<file path="config.mk">
export PLATFORM = sky130hd
export DESIGN_NAME = uart_frame_bridge_flat
export DESIGN_NICKNAME = d
export VERILOG_FILES = /design/src/rtl/uart_frame_bridge_if.sv /design/src/rtl/uart_frame_bridge.sv /design/src/flat_wrapper.sv
export SDC_FILE = /design/constraint.sdc
export NUM_CORES = 1
export LEC_CHECK = 0
export ABC_AREA = 1
export BUFFER_PORTS_ARGS = -buffer_cell sky130_fd_sc_hd__buf_2
export CORE_MARGIN = 2
export CORE_UTILIZATION = 55
export DETAILED_ROUTE_END_ITERATION = 8
export GPL_ROUTABILITY_DRIVEN = 0
export HOLD_SLACK_MARGIN = 0.06
export PLACE_DENSITY_LB_ADDON = 0.1
export SYNTH_ARGS = -nofsm -noshare
export SYNTH_HDL_FRONTEND = slang
export SYNTH_SLANG_ARGS = --single-unit
</file>
<file path="constraint.sdc">
create_clock -name clk -period 2.8 [get_ports clk]
set_clock_uncertainty 0.05 [all_clocks]
set_input_delay 0.56 -clock clk [delete_from_list [all_inputs] [get_ports clk]]
set_output_delay 0.56 -clock clk [all_outputs]
set_load 0.02 [all_outputs]
</file>
<file path="src/rtl/uart_frame_bridge_if.sv">
// uart_frame_bridge_if
//   Groups the bus master, slave-forward and UART core signals of the
//   uart_frame_bridge into one bundle.
//   Ports/signals:
//     m_tx_done, m_rx_done, m_data_in        bus master completion + read data
//     m_instruction, m_slave_select,
//     m_address, m_data_out                  bus master request
//     s_data, s_write_en_in                  slave data to forward over UART
//     u_tx_done, u_receive_sig, u_data_in    UART core status + received byte
//     u_send_sig, u_data_out                 UART core send request + byte
//     frame_error                            aborted/rejected frame pulse
//   Modports: master = bridge side, slave = environment side.
//   Parameters must match those of the connected uart_frame_bridge.
interface uart_frame_bridge_if #(
   parameter int unsigned SLAVE_LEN = 2,
   parameter int unsigned ADDR_LEN  = 12,
   parameter int unsigned DATA_LEN  = 8
);
   logic                 m_tx_done;
   logic                 m_rx_done;
   logic [DATA_LEN-1:0]  m_data_in;
   logic [1:0]           m_instruction;
   logic [SLAVE_LEN-1:0] m_slave_select;
   logic [ADDR_LEN-1:0]  m_address;
   logic [DATA_LEN-1:0]  m_data_out;
   logic [7:0]           s_data;
   logic                 s_write_en_in;
   logic                 u_tx_done;
   logic                 u_receive_sig;
   logic [7:0]           u_data_in;
   logic                 u_send_sig;
   logic [7:0]           u_data_out;
   logic                 frame_error;

   modport master (
      input  m_tx_done, m_rx_done, m_data_in,
      input  s_data, s_write_en_in,
      input  u_tx_done, u_receive_sig, u_data_in,
      output m_instruction, m_slave_select, m_address, m_data_out,
      output u_send_sig, u_data_out, frame_error
   );

   modport slave (
      output m_tx_done, m_rx_done, m_data_in,
      output s_data, s_write_en_in,
      output u_tx_done, u_receive_sig, u_data_in,
      input  m_instruction, m_slave_select, m_address, m_data_out,
      input  u_send_sig, u_data_out, frame_error
   );
endinterface

</file>
<file path="src/rtl/uart_frame_bridge.sv">
// uart_frame_bridge
//   Decodes framed UART commands (CMD, ADDR_H, ADDR_L, [DATA]) into bus
//   master read/write transactions and answers with ACK/NAK or read data.
//   Also forwards slave write data to UART with ACK-timeout and retry.
//   Ports:
//     clk    system clock
//     reset  asynchronous, active-high
//     bus    uart_frame_bridge_if.master (bus master, slave forward, UART)
//   Optional feature macro: UART_FRAME_TIMEOUT_EN
//     defined   -> a partial frame idle for MAX_COUNT cycles is dropped and
//                  frame_error pulses (no NAK sent)
//     undefined -> partial frames wait indefinitely
module uart_frame_bridge #(
   parameter int unsigned SLAVE_LEN = 2,
   parameter int unsigned ADDR_LEN  = 12,
   parameter int unsigned DATA_LEN  = 8,
   parameter int unsigned MAX_COUNT = 50000,
   parameter int unsigned MAX_RETRY = 5,
   parameter int unsigned ACK_BYTE  = 204,
   parameter int unsigned NAK_BYTE  = 51
) (
   input logic                 clk,
   input logic                 reset,
   uart_frame_bridge_if.master bus
);

   localparam int unsigned CNT_W   = $clog2(MAX_COUNT + 1);
   localparam int unsigned RETRY_W = $clog2(MAX_RETRY + 1);
   localparam logic [1:0]  OP_WRITE = 2'b10;
   localparam logic [1:0]  OP_READ  = 2'b01;

   typedef enum logic [2:0] {
      C_CMD, C_ADDR_H, C_ADDR_L, C_DATA, C_ISSUE, C_WAIT_BUS
   } cmd_state_t;

   typedef enum logic [2:0] {
      T_IDLE, T_SEND, T_WAIT_DONE, T_ACK_IN, T_HOLD
   } tx_state_t;

   cmd_state_t           cmd_state, cmd_next;
   tx_state_t            tx_state, tx_next;

   logic [1:0]           op_q;
   logic [SLAVE_LEN-1:0] slave_q;
   logic [7:0]           addr_h_q, addr_l_q;
   logic [DATA_LEN-1:0]  wdata_q;

   logic                 slot_full;
   logic [7:0]           slot_data;

   logic [7:0]           tx_byte;
   logic                 tx_is_fwd;
   logic [RETRY_W-1:0]   attempts;
   logic [CNT_W-1:0]     ack_cnt;
   logic                 frame_err_q;

   logic                 rx_cmd;
   logic                 op_valid;
   logic                 bus_done;
   logic                 nak_req;
   logic                 resp_set;
   logic                 ack_rx;
   logic                 other_rx;
   logic                 ack_timeout;
   logic                 frame_timeout;

   // While waiting for a forward ACK every received byte belongs to the
   // TX side; the command decoder never sees it.
   assign rx_cmd   = bus.u_receive_sig && (tx_state != T_ACK_IN);
   assign op_valid = (bus.u_data_in[7:6] == OP_WRITE) || (bus.u_data_in[7:6] == OP_READ);
   assign bus_done = (cmd_state == C_WAIT_BUS) &&
                     (((op_q == OP_WRITE) && bus.m_tx_done) ||
                      ((op_q == OP_READ)  && bus.m_rx_done));
   assign nak_req  = (cmd_state == C_CMD) && rx_cmd && !op_valid;
   // A NAK arriving while the slot still holds an unsent response is dropped.
   assign resp_set = bus_done || (nak_req && !slot_full);

   assign ack_rx      = bus.u_receive_sig && (bus.u_data_in == 8'(ACK_BYTE));
   assign other_rx    = bus.u_receive_sig && (bus.u_data_in != 8'(ACK_BYTE));
   assign ack_timeout = (ack_cnt == CNT_W'(MAX_COUNT));

`ifdef UART_FRAME_TIMEOUT_EN
   logic             in_frame;
   logic [CNT_W-1:0] frame_cnt;

   assign in_frame      = (cmd_state == C_ADDR_H) || (cmd_state == C_ADDR_L) ||
                          (cmd_state == C_DATA);
   assign frame_timeout = in_frame && !rx_cmd && (frame_cnt == CNT_W'(MAX_COUNT - 1));

   always_ff @(posedge clk or posedge reset) begin
      if (reset) begin
         frame_cnt <= '0;
      end else if (!in_frame || rx_cmd) begin
         frame_cnt <= '0;
      end else begin
         frame_cnt <= frame_cnt + 1'b1;
      end
   end
`else
   assign frame_timeout = 1'b0;
`endif

   // ------------------------------------------------------------------
   // Command FSM
   // ------------------------------------------------------------------
   always_ff @(posedge clk or posedge reset) begin
      if (reset) begin
         cmd_state <= C_CMD;
      end else begin
         cmd_state <= cmd_next;
      end
   end

   always_comb begin
      cmd_next = cmd_state;
      unique case (cmd_state)
         C_CMD: begin
            if (rx_cmd && op_valid) cmd_next = C_ADDR_H;
         end
         C_ADDR_H: begin
            if (frame_timeout)  cmd_next = C_CMD;
            else if (rx_cmd)    cmd_next = C_ADDR_L;
         end
         C_ADDR_L: begin
            if (frame_timeout)  cmd_next = C_CMD;
            else if (rx_cmd)    cmd_next = (op_q == OP_WRITE) ? C_DATA : C_ISSUE;
         end
         C_DATA: begin
            if (frame_timeout)  cmd_next = C_CMD;
            else if (rx_cmd)    cmd_next = C_ISSUE;
         end
         C_ISSUE: begin
            if (!slot_full) cmd_next = C_WAIT_BUS;
         end
         C_WAIT_BUS: begin
            if (bus_done) cmd_next = C_CMD;
         end
         default: cmd_next = C_CMD;
      endcase
   end

   // The request is presented combinationally from C_ISSUE so it is valid
   // the cycle after the final frame byte, and drops the cycle after done.
   always_comb begin
      bus.m_instruction = 2'b00;
      if (((cmd_state == C_ISSUE) && !slot_full) || (cmd_state == C_WAIT_BUS)) begin
         bus.m_instruction = op_q;
      end
   end

   assign bus.m_slave_select = slave_q;
   assign bus.m_address      = ADDR_LEN'({addr_h_q, addr_l_q});
   assign bus.m_data_out     = wdata_q;
   assign bus.frame_error    = frame_err_q;

   always_ff @(posedge clk or posedge reset) begin
      if (reset) begin
         op_q        <= '0;
         slave_q     <= '0;
         addr_h_q    <= '0;
         addr_l_q    <= '0;
         wdata_q     <= '0;
         frame_err_q <= 1'b0;
      end else begin
         frame_err_q <= nak_req || frame_timeout;
         if (rx_cmd) begin
            unique case (cmd_state)
               C_CMD: begin
                  if (op_valid) begin
                     op_q    <= bus.u_data_in[7:6];
                     slave_q <= bus.u_data_in[SLAVE_LEN-1:0];
                  end
               end
               C_ADDR_H: addr_h_q <= bus.u_data_in;
               C_ADDR_L: addr_l_q <= bus.u_data_in;
               C_DATA:   wdata_q  <= bus.u_data_in;
               default: ;
            endcase
         end
      end
   end

   // Single-entry response slot shared between the two FSMs. Set and clear
   // are exclusive: completions and NAKs only land while it is empty and the
   // TX side only clears it while it is full.
   always_ff @(posedge clk or posedge reset) begin
      if (reset) begin
         slot_full <= 1'b0;
         slot_data <= '0;
      end else if (resp_set) begin
         slot_full <= 1'b1;
         if (bus_done) begin
            slot_data <= (op_q == OP_WRITE) ? 8'(ACK_BYTE) : bus.m_data_in;
         end else begin
            slot_data <= 8'(NAK_BYTE);
         end
      end else if ((tx_state == T_IDLE) && slot_full) begin
         slot_full <= 1'b0;
      end
   end

   // ------------------------------------------------------------------
   // TX FSM
   // ------------------------------------------------------------------
   always_ff @(posedge clk or posedge reset) begin
      if (reset) begin
         tx_state <= T_IDLE;
      end else begin
         tx_state <= tx_next;
      end
   end

   always_comb begin
      tx_next = tx_state;
      unique case (tx_state)
         T_IDLE: begin
            if (slot_full || bus.s_write_en_in) tx_next = T_SEND;
         end
         T_SEND: tx_next = T_WAIT_DONE;
         T_WAIT_DONE: begin
            if (bus.u_tx_done) tx_next = tx_is_fwd ? T_ACK_IN : T_IDLE;
         end
         T_ACK_IN: begin
            if (ack_rx) begin
               tx_next = bus.s_write_en_in ? T_HOLD : T_IDLE;
            end else if (other_rx || ack_timeout) begin
               if (attempts < RETRY_W'(MAX_RETRY)) tx_next = T_SEND;
               else tx_next = bus.s_write_en_in ? T_HOLD : T_IDLE;
            end
         end
         T_HOLD: begin
            if (!bus.s_write_en_in) tx_next = T_IDLE;
         end
         default: tx_next = T_IDLE;
      endcase
   end

   always_comb begin
      bus.u_send_sig = (tx_state == T_SEND);
      bus.u_data_out = tx_byte;
   end

   // ack_cnt is zero on the first T_ACK_IN cycle and leaves the state no
   // later than MAX_COUNT, so it never wraps.
   always_ff @(posedge clk or posedge reset) begin
      if (reset) begin
         tx_byte   <= '0;
         tx_is_fwd <= 1'b0;
         attempts  <= '0;
         ack_cnt   <= '0;
      end else begin
         if (tx_state == T_IDLE) begin
            if (slot_full) begin
               tx_byte   <= slot_data;
               tx_is_fwd <= 1'b0;
            end else if (bus.s_write_en_in) begin
               tx_byte   <= bus.s_data;
               tx_is_fwd <= 1'b1;
               attempts  <= RETRY_W'(1);
            end
         end
         if ((tx_state == T_ACK_IN) && (tx_next == T_SEND)) begin
            attempts <= attempts + 1'b1;
         end
         if (tx_state == T_ACK_IN) begin
            ack_cnt <= ack_cnt + 1'b1;
         end else begin
            ack_cnt <= '0;
         end
      end
   end

endmodule

</file>
<file path="src/flat_wrapper.sv">
// flat-port wrapper written by rule: the top's interface ports become plain ports
module uart_frame_bridge_flat 
#(
   parameter int unsigned SLAVE_LEN = 2,
   parameter int unsigned ADDR_LEN  = 12,
   parameter int unsigned DATA_LEN  = 8,
   parameter int unsigned MAX_COUNT = 50000,
   parameter int unsigned MAX_RETRY = 5,
   parameter int unsigned ACK_BYTE  = 204,
   parameter int unsigned NAK_BYTE  = 51
)
  (clk, reset, bus_m_tx_done, bus_m_rx_done, bus_m_data_in, bus_s_data, bus_s_write_en_in, bus_u_tx_done, bus_u_receive_sig, bus_u_data_in, bus_m_instruction, bus_m_slave_select, bus_m_address, bus_m_data_out, bus_u_send_sig, bus_u_data_out, bus_frame_error);
  uart_frame_bridge_if #(.SLAVE_LEN(SLAVE_LEN), .ADDR_LEN(ADDR_LEN), .DATA_LEN(DATA_LEN)) bus_i ();
  input logic clk;
  input logic reset;
  input wire logic [$bits(bus_i.m_tx_done)-1:0] bus_m_tx_done;
  input wire logic [$bits(bus_i.m_rx_done)-1:0] bus_m_rx_done;
  input wire logic [$bits(bus_i.m_data_in)-1:0] bus_m_data_in;
  input wire logic [$bits(bus_i.s_data)-1:0] bus_s_data;
  input wire logic [$bits(bus_i.s_write_en_in)-1:0] bus_s_write_en_in;
  input wire logic [$bits(bus_i.u_tx_done)-1:0] bus_u_tx_done;
  input wire logic [$bits(bus_i.u_receive_sig)-1:0] bus_u_receive_sig;
  input wire logic [$bits(bus_i.u_data_in)-1:0] bus_u_data_in;
  output wire logic [$bits(bus_i.m_instruction)-1:0] bus_m_instruction;
  output wire logic [$bits(bus_i.m_slave_select)-1:0] bus_m_slave_select;
  output wire logic [$bits(bus_i.m_address)-1:0] bus_m_address;
  output wire logic [$bits(bus_i.m_data_out)-1:0] bus_m_data_out;
  output wire logic [$bits(bus_i.u_send_sig)-1:0] bus_u_send_sig;
  output wire logic [$bits(bus_i.u_data_out)-1:0] bus_u_data_out;
  output wire logic [$bits(bus_i.frame_error)-1:0] bus_frame_error;
  assign bus_i.m_tx_done = bus_m_tx_done;
  assign bus_i.m_rx_done = bus_m_rx_done;
  assign bus_i.m_data_in = bus_m_data_in;
  assign bus_i.s_data = bus_s_data;
  assign bus_i.s_write_en_in = bus_s_write_en_in;
  assign bus_i.u_tx_done = bus_u_tx_done;
  assign bus_i.u_receive_sig = bus_u_receive_sig;
  assign bus_i.u_data_in = bus_u_data_in;
  assign bus_m_instruction = bus_i.m_instruction;
  assign bus_m_slave_select = bus_i.m_slave_select;
  assign bus_m_address = bus_i.m_address;
  assign bus_m_data_out = bus_i.m_data_out;
  assign bus_u_send_sig = bus_i.u_send_sig;
  assign bus_u_data_out = bus_i.u_data_out;
  assign bus_frame_error = bus_i.frame_error;
  uart_frame_bridge #(.SLAVE_LEN(SLAVE_LEN), .ADDR_LEN(ADDR_LEN), .DATA_LEN(DATA_LEN), .MAX_COUNT(MAX_COUNT), .MAX_RETRY(MAX_RETRY), .ACK_BYTE(ACK_BYTE), .NAK_BYTE(NAK_BYTE)) u_core (.clk(clk), .reset(reset), .bus(bus_i));
endmodule
</file>
* Word level (Yosys, flattened, before mapping)
Index checks and enable logic that the tools add are counted.
** Operators by class
- Reduce and logical (&&, ||, !) cells :: 34
- Add/sub/neg operators :: 2
- Mux-type cells :: 31
- Eq/ne operators :: 25
- $lt $le $gt $ge :: 1
** Operators with widths (count)
- $mux W3 :: 18
- $mux W8 :: 4
- $pmux W3 S6 :: 1
- $add A16 B1 Y16 const B :: 1
- $eq A16 B16 Y1 const B :: 1
- $mux W16 :: 1
- $pmux W3 S5 :: 1
- $logic_and A1 B1 Y1 :: 13
- $eq A3 B2 Y1 const B :: 4
- $eq A3 B1 Y1 const B :: 3
- $eq A3 B3 Y1 const B :: 3
- $eq A8 B8 Y1 const B :: 1
- $ne A2 B1 Y1 const B :: 4
- $ne A8 B8 Y1 const B :: 1
- $reduce_and A2 Y1 :: 4
- $reduce_bool A2 Y1 :: 4
- $logic_not A3 Y1 :: 2
- $logic_or A1 B1 Y1 :: 6
- $ne A2 B2 Y1 const B :: 3
- $reduce_and A3 Y1 :: 2
- $reduce_and A6 Y1 :: 1
- $eq A2 B1 Y1 const B :: 2
- $eq A2 B2 Y1 const B :: 2
- $mux W1 :: 4
- other kinds (5) :: 7
** Storage, ports and cells
- Bits of input ports :: 31
- Output and inout port bits :: 34
- Logic and storage cells :: 107
- Register bits :: 68

* Longest topological paths before layout
Gate-level depths: netlist (run 1).
- Depth in word-level cells :: 10
- Gate-level depth with buffers :: 15

* Worst setup path after synthesis (run 1)
No wires, ideal clock.
- Kind :: reg-to-output
- From :: reg u_core.cmd_state[2]
- To :: out bus_m_instruction[0]
- Arrival time :: 1089 ps
- Slack :: 1101 ps
- Stages on the path, launching flop included :: 6
- Path through :: dfrtp_1 buf_2 inv_2 nor2_1 a31oi_1 nor2_1
** Between the ends
- Longest elaborated chain between the ends :: 4
** Ends and longest elaborated chain
- start: declaration :: RTL line uart_frame_bridge.sv:40 : cmd_state_t cmd_state, cmd_next;
- start signal: assignment :: RTL line uart_frame_bridge.sv:110 : cmd_state <= cmd_next;
- $eq A3 B3 Y1 :: RTL line uart_frame_bridge.sv:146 : if (((cmd_state == C_ISSUE) && !slot_full) || (cmd_state == C_WAIT_BUS)) begin
- $logic_and A1 B1 Y1 :: RTL line uart_frame_bridge.sv:146
- $logic_or A1 B1 Y1 * :: RTL line uart_frame_bridge.sv:146
- $mux W2 * :: RTL line uart_frame_bridge.sv:146
- end: declaration :: RTL line flat_wrapper.sv:24 : output wire logic [$bits(bus_i.m_instruction)-1:0] bus_m_instruction;
Every way passes the cells marked *; elsewhere a longest branch is shown, timed or not.

* Worst setup path after layout (run 1)
- From :: reg u_core.slot_full
- To :: out bus_m_instruction[0]
** Between the ends
- Longest elaborated chain between the ends :: 4
** Ends and longest elaborated chain
- start: declaration :: RTL line uart_frame_bridge.sv:48 : logic slot_full;
- start signal: assignment :: RTL line uart_frame_bridge.sv:188 : slot_full <= 1'b0;
- start signal: assignment :: RTL line uart_frame_bridge.sv:191 : slot_full <= 1'b1;
- start signal: assignment :: RTL line uart_frame_bridge.sv:198 : slot_full <= 1'b0;
- $logic_not A1 Y1 :: RTL line uart_frame_bridge.sv:146
- $logic_and A1 B1 Y1 :: RTL line uart_frame_bridge.sv:146
- $logic_or A1 B1 Y1 :: RTL line uart_frame_bridge.sv:146
- $mux W2 :: RTL line uart_frame_bridge.sv:146
No other way between the ends.

==> impl_metrics.py, run 1 <==
metrics = {
    "status": {
        "outcome": "finished, final reports clean",
    },
    "logic_synthesis": {
        "synth_fp_nets": 414,
        "synth-main-ff-cell": "dfrtp_1",
        "netlist_area_sq_um": 3237,
        "synth-edff-count": 0,
        "ys_seq_elements": 68,
        "syn_area_per_cell_sq_um": 8.541,
        "synth-async-reset-ratio_pct": 100.0,
        "syn_inst": 379,
        "yosys.cell_types.count": 30,
        "yosysSeqAreaShare_pct": 52.57,
        "yosysWarningCount": 0,
    },
    "global_route": {
        "grt_usage_pct": 23.05,
        "antenna_found_initial": 0,
        "grt_max_degree": 69,
        "grt_pass1_wl_microns": 11640,
        "grt_pass1_vias": 2578,
        "grt_overflow": 0,
    },
    "worst_setup_path": {
        "crit_path_start_kind": "register",
        "cpPeakStageDelay_ps": 640,
        "crit_path_max_fanout": 19,
        "worstPathArrival_ps": 1630,
        "cpMaxStageDelayCell": "dfrtp_1",
        "path_class": "reg -> out",
        "regToRegSetupSlack_ps": 730,
        "required_ps": 2190,
        "cp_cell_sequence": "inv_1, a31oi_1, nor2_1, buf_2",
        "endpoint_kind": "output pin",
    },
    "floorplan": {
        "num_io_pins": 65,
        "die_y_microns": 80.72,
        "start_util_pct": 57.72,
        "fp.coreArea_sq_um": 5608,
        "dieArea_sq_um": 6515,
        "row_count": 27,
        "die_w_microns": 80.72,
    },
    "layout": {
        "drive_gt1_share_pct": 25.28,
        "final_common_cell": "nand2_1",
        "nNetsFinal": 481,
        "area_growth_pct": 18.21,
        "n_antenna_cell": 0,
        "fin_util_pct": 68.23,
        "layout_common_cells": "nand2_1, dfrtp_1, buf_2",
        "final.fill_count": 481,
    },
    "timing": {
        "rsz0062_at_grt": "false",
        "whs_ps": 233.3,
        "slew_viol_final": 0,
        "fmax_mhz": 446.0,
        "period_needed_ps": 2242,
        "timing.final.ws_setup_ps": 557.6,
        "max_slew_margin_pct": 64.70,
        "setup-tns-final_ps": 0,
        "hold_viol": 0,
        "tightestPinTransition_ps": 527.9,
        "finalSetupViolCount": 0,
        "min_period_over_period_pct": 80.08,
    },
    "route": {
        "drc_errors": 0,
        "antenna_left": 0,
        "drtIter0Drc": 100,
        "drt_pass1_iterations": 4,
        "num_vias": 2636,
        "wl_microns": 6589,
        "wl_per_cell_microns": 12.60,
        "routed_via_density": 5.040,
    },
    "place": {
        "io_buffers": 64,
        "dp_hpwl_microns": 4827,
        "dp_slack_ps": 728.8,
    },
    "clocking": {
        "cts_resized": 0,
        "cts_tree": "done",
        "cts_sinks": 68,
        "hold_buffers": 0,
        "clkLatencyLatePin_ps": 340,
        "h-tree-depth": 3,
        "root_buffer": "clkbuf_8",
        "cts_buffer_depth": 2,
        "numCtsBuffers": 9,
        "post_cts_buffers": 0,
        "clk_pin_slew_ps": 70,
    },
    "power": {
        "switching_share_pct": 40.69,
        "power_frac_clock_pct": 21.1,
        "p_sw_mw": 1.573,
        "peakVddDrop_mv": 0.6071,
        "pwr-share-comb_pct": 38.4,
        "p_int_mw": 2.292,
        "seqPwrFrac_pct": 40.5,
        "finalPower_mw": 3.865,
        "powerDensity_nw_per_um2": 1010,
        "total_leakage_power_nw": 1.897,
    },
    "hold_path": {
        "min_path_type": "in -> async",
    },
    "run": {
        "cap_violations": 0,
    },
}
[through the flow]
step	cell area, sq um	instances
4_1_cts	3826	523
6_report	3826	523
5_1_grt	3826	523
3_3_place_gp	3623	507
3_5_place_dp	3623	507
2_1_floorplan	3237	379
[critical path, delay by kind of cell, from the launching register on]
kind            cells  cell delay [ps]
buf+inv             2              360
flops               1              640
compound gates      1              230
simple gates        1               70
[cell usage after synthesis (all sizes together) (3+ instances only)]
| master | count | area [sq um] |
|---|---|---|
| nand2 | 90 | 365.4 |
| dfrtp | 68 | 1702 |
| o21ai | 52 | 260.3 |
| inv | 49 | 183.9 |
| nor2 | 39 | 186.4 |
| a21oi | 17 | 88.84 |
| nand3 | 14 | 85.08 |
| nor3 | 11 | 71.32 |
| buf | 8 | 40.04 |
| o21a | 8 | 60.06 |
| nand4 | 6 | 37.54 |
| ha | 4 | 50.05 |
| a31oi | 3 | 18.77 |
[power groups by stage]
stage / Sequential [mW] / Combinational [mW] / Clock [mW]
floorplan: 1.76 / 0.883 / 0
global placement: 1.57 / 1.44 / 0
detailed placement: 1.57 / 1.50 / 0
CTS: 1.56 / 1.50 / 0.836
global route: 1.62 / 1.69 / 0.884
finish: 1.57 / 1.48 / 0.815
[kinds of logic (layout without fill, tap and decap cells)]
| kind of cell | Yosys count | after routing | synth area share (%) |
|---|---|---|---|
| AOI/OAI and AO/OA | 83 | 83 | 13.84 |
| xor gates and xnor gates | 4 | 4 | 1.083 |
| adders and majority gates | 4 | 4 | 1.546 |
| buffers and inverters | 58 | 130 | 7.035 |
| DFF | 68 | 68 | 52.57 |
| and+or+nand+nor | 162 | 162 | 23.93 |
[cell type report]
cell class,instances,area (sq um),share of cell area (%)
clock buffers,12,155.1,4.055
clock inverters,4,47.55,1.243
inverters,49,183.9,4.807
multi-input cells,253,1308,34.17
flip-flops and latches,68,1702,44.47
well taps,72,90.09,2.354
repair buffers,65,340.3,8.895
[final timing paths]
path	startpoint	cells after the start	to
setup / recovery	u_core.slot_full	4	bus_m_instruction[0]
setup reg to reg	u_core.tx_state[1]	5	u_core.bus.m_data_out[2]
hold / removal	reset	3	u_core.addr_l_q[2]
hold reg to reg	u_core.addr_l_q[2]	2	u_core.addr_l_q[2]
max in group asynchronous	reset	3	u_core.bus.u_data_out[0]
min in group clk	bus_m_data_in[2]	3	u_core.slot_data[2]
[state kept, by name, indices dropped and copies added, names as in the netlist]
name	count
u_core.slot_data	8
u_core.op_q	2
u_core.bus.m_slave_select	2
u_core.tx_state	3
u_core.bus.u_data_out	8
u_core.bus.m_data_out	8
u_core.addr_h_q	4
u_core.bus.frame_error	1
u_core.slot_full	1
u_core.attempts	3
u_core.tx_is_fwd	1
u_core.ack_cnt	16
u_core.cmd_state	3
u_core.addr_l_q	8
[per-layer routing]
layer	up-vias	share of wire (%)	GRT usage (%)	routed length, microns
met5	-	0	0	0
met4	0	1.1	7.119	75
met3	6	5.7	5.843	377
met2	64	45	34.92	2938
met1	1202	49	32.86	3198
li1	1364	-	-	-
Power figures use the tool's default switching activity.
==> run 2, diff against run 1 <==
- ABC_AREA: 1 -> 0
- clock period: 2.8 -> 2.1 ns (I/O delays scaled with it)
==> run 2 against run 1 <==
Effect of this change:
- synthesized cell count fell by 22%
- non-clock buffer count increased by 6
- global-route usage fell by 0.98 points
- largest cell class unchanged
- largest power group unchanged
==> impl_metrics.py, run 2 <==
metrics = {
    "timing": {
        "slew_viol_final": 0,
        "rsz0062_at_grt": "false",
        "max_slew_margin_pct": 68.32,
        "tightestPinTransition_ps": 474.2,
        "period_needed_ps": 1924,
        "min_period_over_period_pct": 91.61,
        "setup-tns-final_ps": 0,
        "fmax_mhz": 519.8,
        "timing.final.ws_setup_ps": 176.3,
        "hold_viol": 0,
        "finalSetupViolCount": 0,
    },
    "logic_synthesis": {
        "synth_top_area_cell": "dfrtp_1",
        "syn_inst": 297,
        "yosysMostFrequentCell": "dfrtp_1",
        "yosys.cell_types.count": 50,
        "synth-async-reset-ratio_pct": 100.0,
        "synth-main-ff-cell": "dfrtp_1",
        "synth-edff-count": 0,
        "synthMuxAreaShare_pct": 12.15,
        "synth_compound_area_share_pct": 10.01,
        "synth_top_family_by_area": "simple AND/OR/NAND/NOR gates",
        "yosys-top-cells-count": "dfrtp_1, nor2_1, o21ai_0, nand2_1, inv_1",
        "yosysWarningCount": 0,
        "netlist_area_sq_um": 3212,
        "syn_area_per_cell_sq_um": 10.81,
        "ys_seq_elements": 68,
        "yosysSeqAreaShare_pct": 52.98,
        "synth_top_area_share_pct": 52.98,
        "synthSimpleGateAreaFrac_pct": 16.56,
        "synthAdderAreaFrac_pct": 1.558,
        "synth_fp_nets": 332,
        "synth_xor_area_share_pct": 3.545,
        "synth_area_leaders": "dfrtp_1, nor2_1, mux2_4",
    },
    "layout": {
        "area_growth_pct": 20.10,
        "fin_cells": 448,
        "drive_gt1_share_pct": 30.85,
        "design_area_sq_um": 3857,
        "layout_common_cells": "dfrtp_1, buf_2, nor2_1",
        "multi_input_area_sq_um": 1408,
        "final_common_cell": "dfrtp_1",
        "register_area_sq_um": 1704,
        "n_antenna_cell": 0,
        "top_register": "u_core.ack_cnt",
        "nNetsFinal": 406,
        "final.fill_count": 436,
        "largest_reg_flops": 16,
    },
    "worst_setup_path": {
        "cpMaxStageDelayCell": "dfrtp_1",
        "cp_cell_sequence": "inv_2, nand2_1, a21oi_1, and2_1, buf_2",
        "required_ps": 1630,
        "crit_path_start_kind": "register",
        "crit_family": "flip-flops",
        "path_class": "reg -> out",
        "regToRegSetupSlack_ps": 320,
        "crit_path_max_fanout": 6,
        "cpPeakStageDelay_ps": 460,
        "timing.critical_path.buf_inv": 2,
        "worstPathArrival_ps": 1450,
        "endpoint_kind": "output pin",
    },
    "clocking": {
        "cts_tree": "done",
        "h-tree-depth": 3,
        "numCtsBuffers": 9,
        "clk_pin_slew_ps": 80,
        "cts_sinks": 68,
        "root_buffer": "clkbuf_8",
        "clkLatencyLatePin_ps": 340,
        "cts_buffer_depth": 2,
    },
    "global_route": {
        "grt_max_degree": 39,
        "grt_usage_pct": 22.07,
        "grt_pass1_wl_microns": 10940,
        "grt_overflow": 0,
        "antenna_found_initial": 0,
        "grt_pass1_vias": 2334,
    },
    "power": {
        "powerDensity_nw_per_um2": 858.5,
        "finalPower_mw": 3.312,
        "total_leakage_power_nw": 1.948,
        "peakVddDrop_mv": 0.6351,
    },
    "floorplan": {
        "dieArea_sq_um": 6467,
        "row_count": 27,
        "die_y_microns": 80.42,
        "die_w_microns": 80.42,
        "start_util_pct": 57.62,
        "fp.coreArea_sq_um": 5574,
        "num_io_pins": 65,
    },
    "place": {
        "dpl.cell_count": 431,
        "io_buffers": 64,
        "dpl-instance-area_sq_um": 3645,
        "dp_hpwl_microns": 4772,
        "dp_slack_ps": 167.8,
    },
    "route": {
        "wl_microns": 6592,
        "num_vias": 2420,
        "routed_via_density": 5.402,
        "drtIter0Drc": 109,
        "drt_pass1_iterations": 4,
        "antenna_left": 0,
        "wl_per_cell_microns": 14.71,
        "drc_errors": 0,
    },
    "run": {
        "cap_violations": 0,
    },
    "hold_path": {
        "min_path_type": "in -> reg",
    },
    "status": {
        "outcome": "finished, final reports clean",
    },
}
run 2: what timing repair did:
action	CTS	global route
hold endpoints to repair	19	0
hold buffers	1	0
setup buffers	0	0
setup endpoints to repair	0	2
resized for setup	0	3
run 2: layout make-up:
type | count | share of cell area (%)
clock buffer | 9 | 3.211
clock inverter | 7 | 1.979
multi-input combinational | 204 | 36.49
timing repair buffer | 71 | 10.06
tap | 72 | 2.335
inverter | 17 | 1.752
sequential | 68 | 44.18
run 2: cells by family after synthesis:
kind of cell / count (synthesis)
buffers and inverters: 25
adders and majority gates: 4
xor gates and xnor gates: 13
AOI/OAI and AO/OA: 53
DFF: 68
and+or+nand+nor: 101
muxes: 33
run 2: per-stage QoR:
step | hold slack (ps) | utilization, %
floorplan | 423.0 | -
global placement | 407.6 | 65.39
detailed placement | 417.5 | 65.39
CTS | 271.9 | 69.16
global route | 281.1 | 69.20
finish | 275.9 | 69.20
run 2: layer usage:
| metal | global-route usage, % | vias up | share of wire [%] |
|---|---|---|---|
| li1 | - | 1183 | - |
| met4 | 7.627 | 0 | 1.4 |
| met1 | 30.14 | 1172 | 46 |
| met2 | 35.42 | 53 | 48 |
| met5 | 0 | - | 0 |
| met3 | 4.270 | 12 | 4.2 |
run 2: final timing paths:
path,from,to,depth (start not counted)
max reg2reg,u_core.tx_state[2],u_core.addr_l_q[6],4
min reg2reg,u_core.bus.u_data_out[4],u_core.bus.u_data_out[4],2
min,bus_m_data_in[1],u_core.slot_data[1],3
min in group asynchronous,reset,u_core.addr_l_q[5],3
max in group asynchronous,reset,u_core.cmd_state[2],4
max,u_core.cmd_state[1],bus_m_instruction[0],5
run 2: power breakdown:
group	switching, mW	internal, mW	total, mW
registers	0.110	1.44	1.55
clock network	0.522	0.554	1.08
logic	0.434	0.253	0.687
total	1.07	2.25	3.31
run 2: tightest hold or removal path: stages:
cell     delay [ps]
buf_2            80
a21oi_1          50
nor2_1           80
==> run 3, diff against run 2 <==
- BUFFER_PORTS_ARGS: -buffer_cell sky130_fd_sc_hd__buf_2 -> -buffer_cell sky130_fd_sc_hd__clkbuf_2
==> run 3 against run 2 <==
Effect of this change:
- design area down 1.0%
- fmax down 1.1%
- combinational power is essentially flat
- largest cell class unchanged
==> impl_metrics.py, run 3 (same netlist as run 2, synthesis figures left out) <==
metrics = {
    "route": {
        "num_vias": 2384,
        "drc_errors": 0,
        "drt_pass1_iterations": 4,
        "antenna_left": 0,
        "wl_per_cell_microns": 14.52,
        "routed_via_density": 5.345,
        "drtIter0Drc": 101,
        "wl_microns": 6477,
    },
    "status": {
        "outcome": "finished, final reports clean",
    },
    "worst_setup_path": {
        "endpoint_kind": "output pin",
        "path_class": "reg -> out",
        "crit_family": "flip-flops",
        "required_ps": 1630,
        "crit_path_start_kind": "register",
        "cpMaxStageDelayCell": "dfrtp_1",
        "timing.critical_path.buf_inv": 2,
        "timing.rr.start": "u_core.ack_cnt[0]",
        "worstPathArrival_ps": 1480,
        "cp_cell_sequence": "inv_2, nand2_1, a21oi_1, and2_1, clkbuf_2",
        "crit_start": "u_core.cmd_state[1]",
        "crit_path_max_fanout": 6,
        "cpPeakStageDelay_ps": 450,
    },
    "layout": {
        "fin_util_pct": 68.48,
        "area_growth_pct": 18.85,
        "final_common_cell": "dfrtp_1",
        "design_area_sq_um": 3817,
        "nNetsFinal": 404,
        "final.fill_count": 443,
        "fin_cells": 446,
        "largest_reg_flops": 16,
        "top_register": "u_core.ack_cnt",
        "layout_common_cells": "dfrtp_1, clkbuf_2, nor2_1",
        "n_antenna_cell": 0,
        "drive_gt1_share_pct": 30.21,
    },
    "place": {
        "dpl-instance-area_sq_um": 3637,
        "dp_slack_ps": 190.9,
        "io_buffers": 64,
        "dpl.cell_count": 430,
        "dp_hpwl_microns": 4669,
    },
    "timing": {
        "tightestPinTransition_ps": 578.1,
        "finalSetupViolCount": 0,
        "slew_viol_final": 0,
        "setup-tns-final_ps": 0,
        "fmax_mhz": 514.0,
        "whs_ps": 71.25,
        "max_slew_margin_pct": 61.38,
        "period_needed_ps": 1946,
        "hold_viol": 0,
        "min_period_over_period_pct": 92.65,
        "timing.final.ws_setup_ps": 154.4,
        "rsz0062_at_grt": "false",
    },
    "clocking": {
        "numCtsBuffers": 9,
        "clkLatencyLatePin_ps": 340,
        "cts_sinks": 68,
        "root_buffer": "clkbuf_8",
        "cts_buffer_depth": 2,
        "clk_pin_slew_ps": 70,
        "h-tree-depth": 3,
        "cts_tree": "done",
    },
    "global_route": {
        "grt_pass1_vias": 2351,
        "grt_usage_pct": 22.32,
        "grt_overflow": 0,
        "grt_max_degree": 43,
        "grt_pass1_wl_microns": 10930,
        "antenna_found_initial": 0,
    },
    "floorplan": {
        "dieArea_sq_um": 6467,
        "row_count": 27,
        "die_y_microns": 80.42,
        "die_w_microns": 80.42,
        "num_io_pins": 65,
        "start_util_pct": 57.62,
        "fp.coreArea_sq_um": 5574,
    },
    "power": {
        "powerDensity_nw_per_um2": 837.9,
        "peakVddDrop_mv": 0.6125,
        "finalPower_mw": 3.198,
        "total_leakage_power_nw": 1.898,
    },
    "hold_path": {
        "min_path_type": "in -> async",
    },
    "run": {
        "cap_violations": 0,
    },
}
-- run 3: changes by cell type in the layout (fill, tap and decap cells not counted), moves of 2 or more --
| cell | delta |
|---|---|
| clkinv_4 | -2 |
| clkbuf_2 | +64 |
| clkinvlp_4 | +3 |
| buf_2 | -64 |
-- run 3: repair_timing --
item,in CTS,in global routing
endpoints found under the setup margin,0,2
buffers inserted,0,0
hold buffers,0,0
gates resized for setup,0,2
-- run 3: worst paths after layout --
check	endpoint	slack (ps)	depth (start not counted)
max	bus_m_instruction[1]	150	5
max in group asynchronous	u_core.tx_state[1]	1340	3
min	u_core.addr_l_q[4]	70	2
min in group clk	u_core.slot_data[2]	270	3
min reg2reg	u_core.bus.u_data_out[4]	440	2
max reg2reg	u_core.attempts[0]	230	7
-- run 3: layout make-up --
cell class / instances / area (sq um) / area share, %
Sequential cell: 68 / 1703 / 44.61
Multi-Input combinational cell: 204 / 1408 / 36.87
Timing Repair Buffer: 69 / 370.4 / 9.702
Clock buffer: 11 / 141.4 / 3.704
Tap cell: 72 / 90.09 / 2.360
Inverter: 17 / 67.56 / 1.770
Clock inverter: 5 / 37.54 / 0.9833
-- run 3: worst register-to-register path: stages (launching register included) --
cell      delay [ps]
dfrtp_1          420
inv_1             80
ha_1             140
nor4bb_1         280
nand4_1          170
a21oi_1          260
o21a_2           210
mux2i_1          180
-- run 3: power by group --
group | switching, mW | leakage (nW) | internal, mW
clock network | 0.502 | 0.0738 | 0.460
registers | 0.110 | 0.892 | 1.44
logic | 0.437 | 0.932 | 0.250
total | 1.05 | 1.90 | 2.15
-- run 3: layer usage --
layer | share of wire, % | track usage [%] | vias up
met5 | 0 | 0 | -
met4 | 1.6 | 9.153 | 0
met3 | 5.0 | 4.045 | 9
met2 | 47 | 35.50 | 64
met1 | 46 | 30.24 | 1140
li1 | - | - | 1171
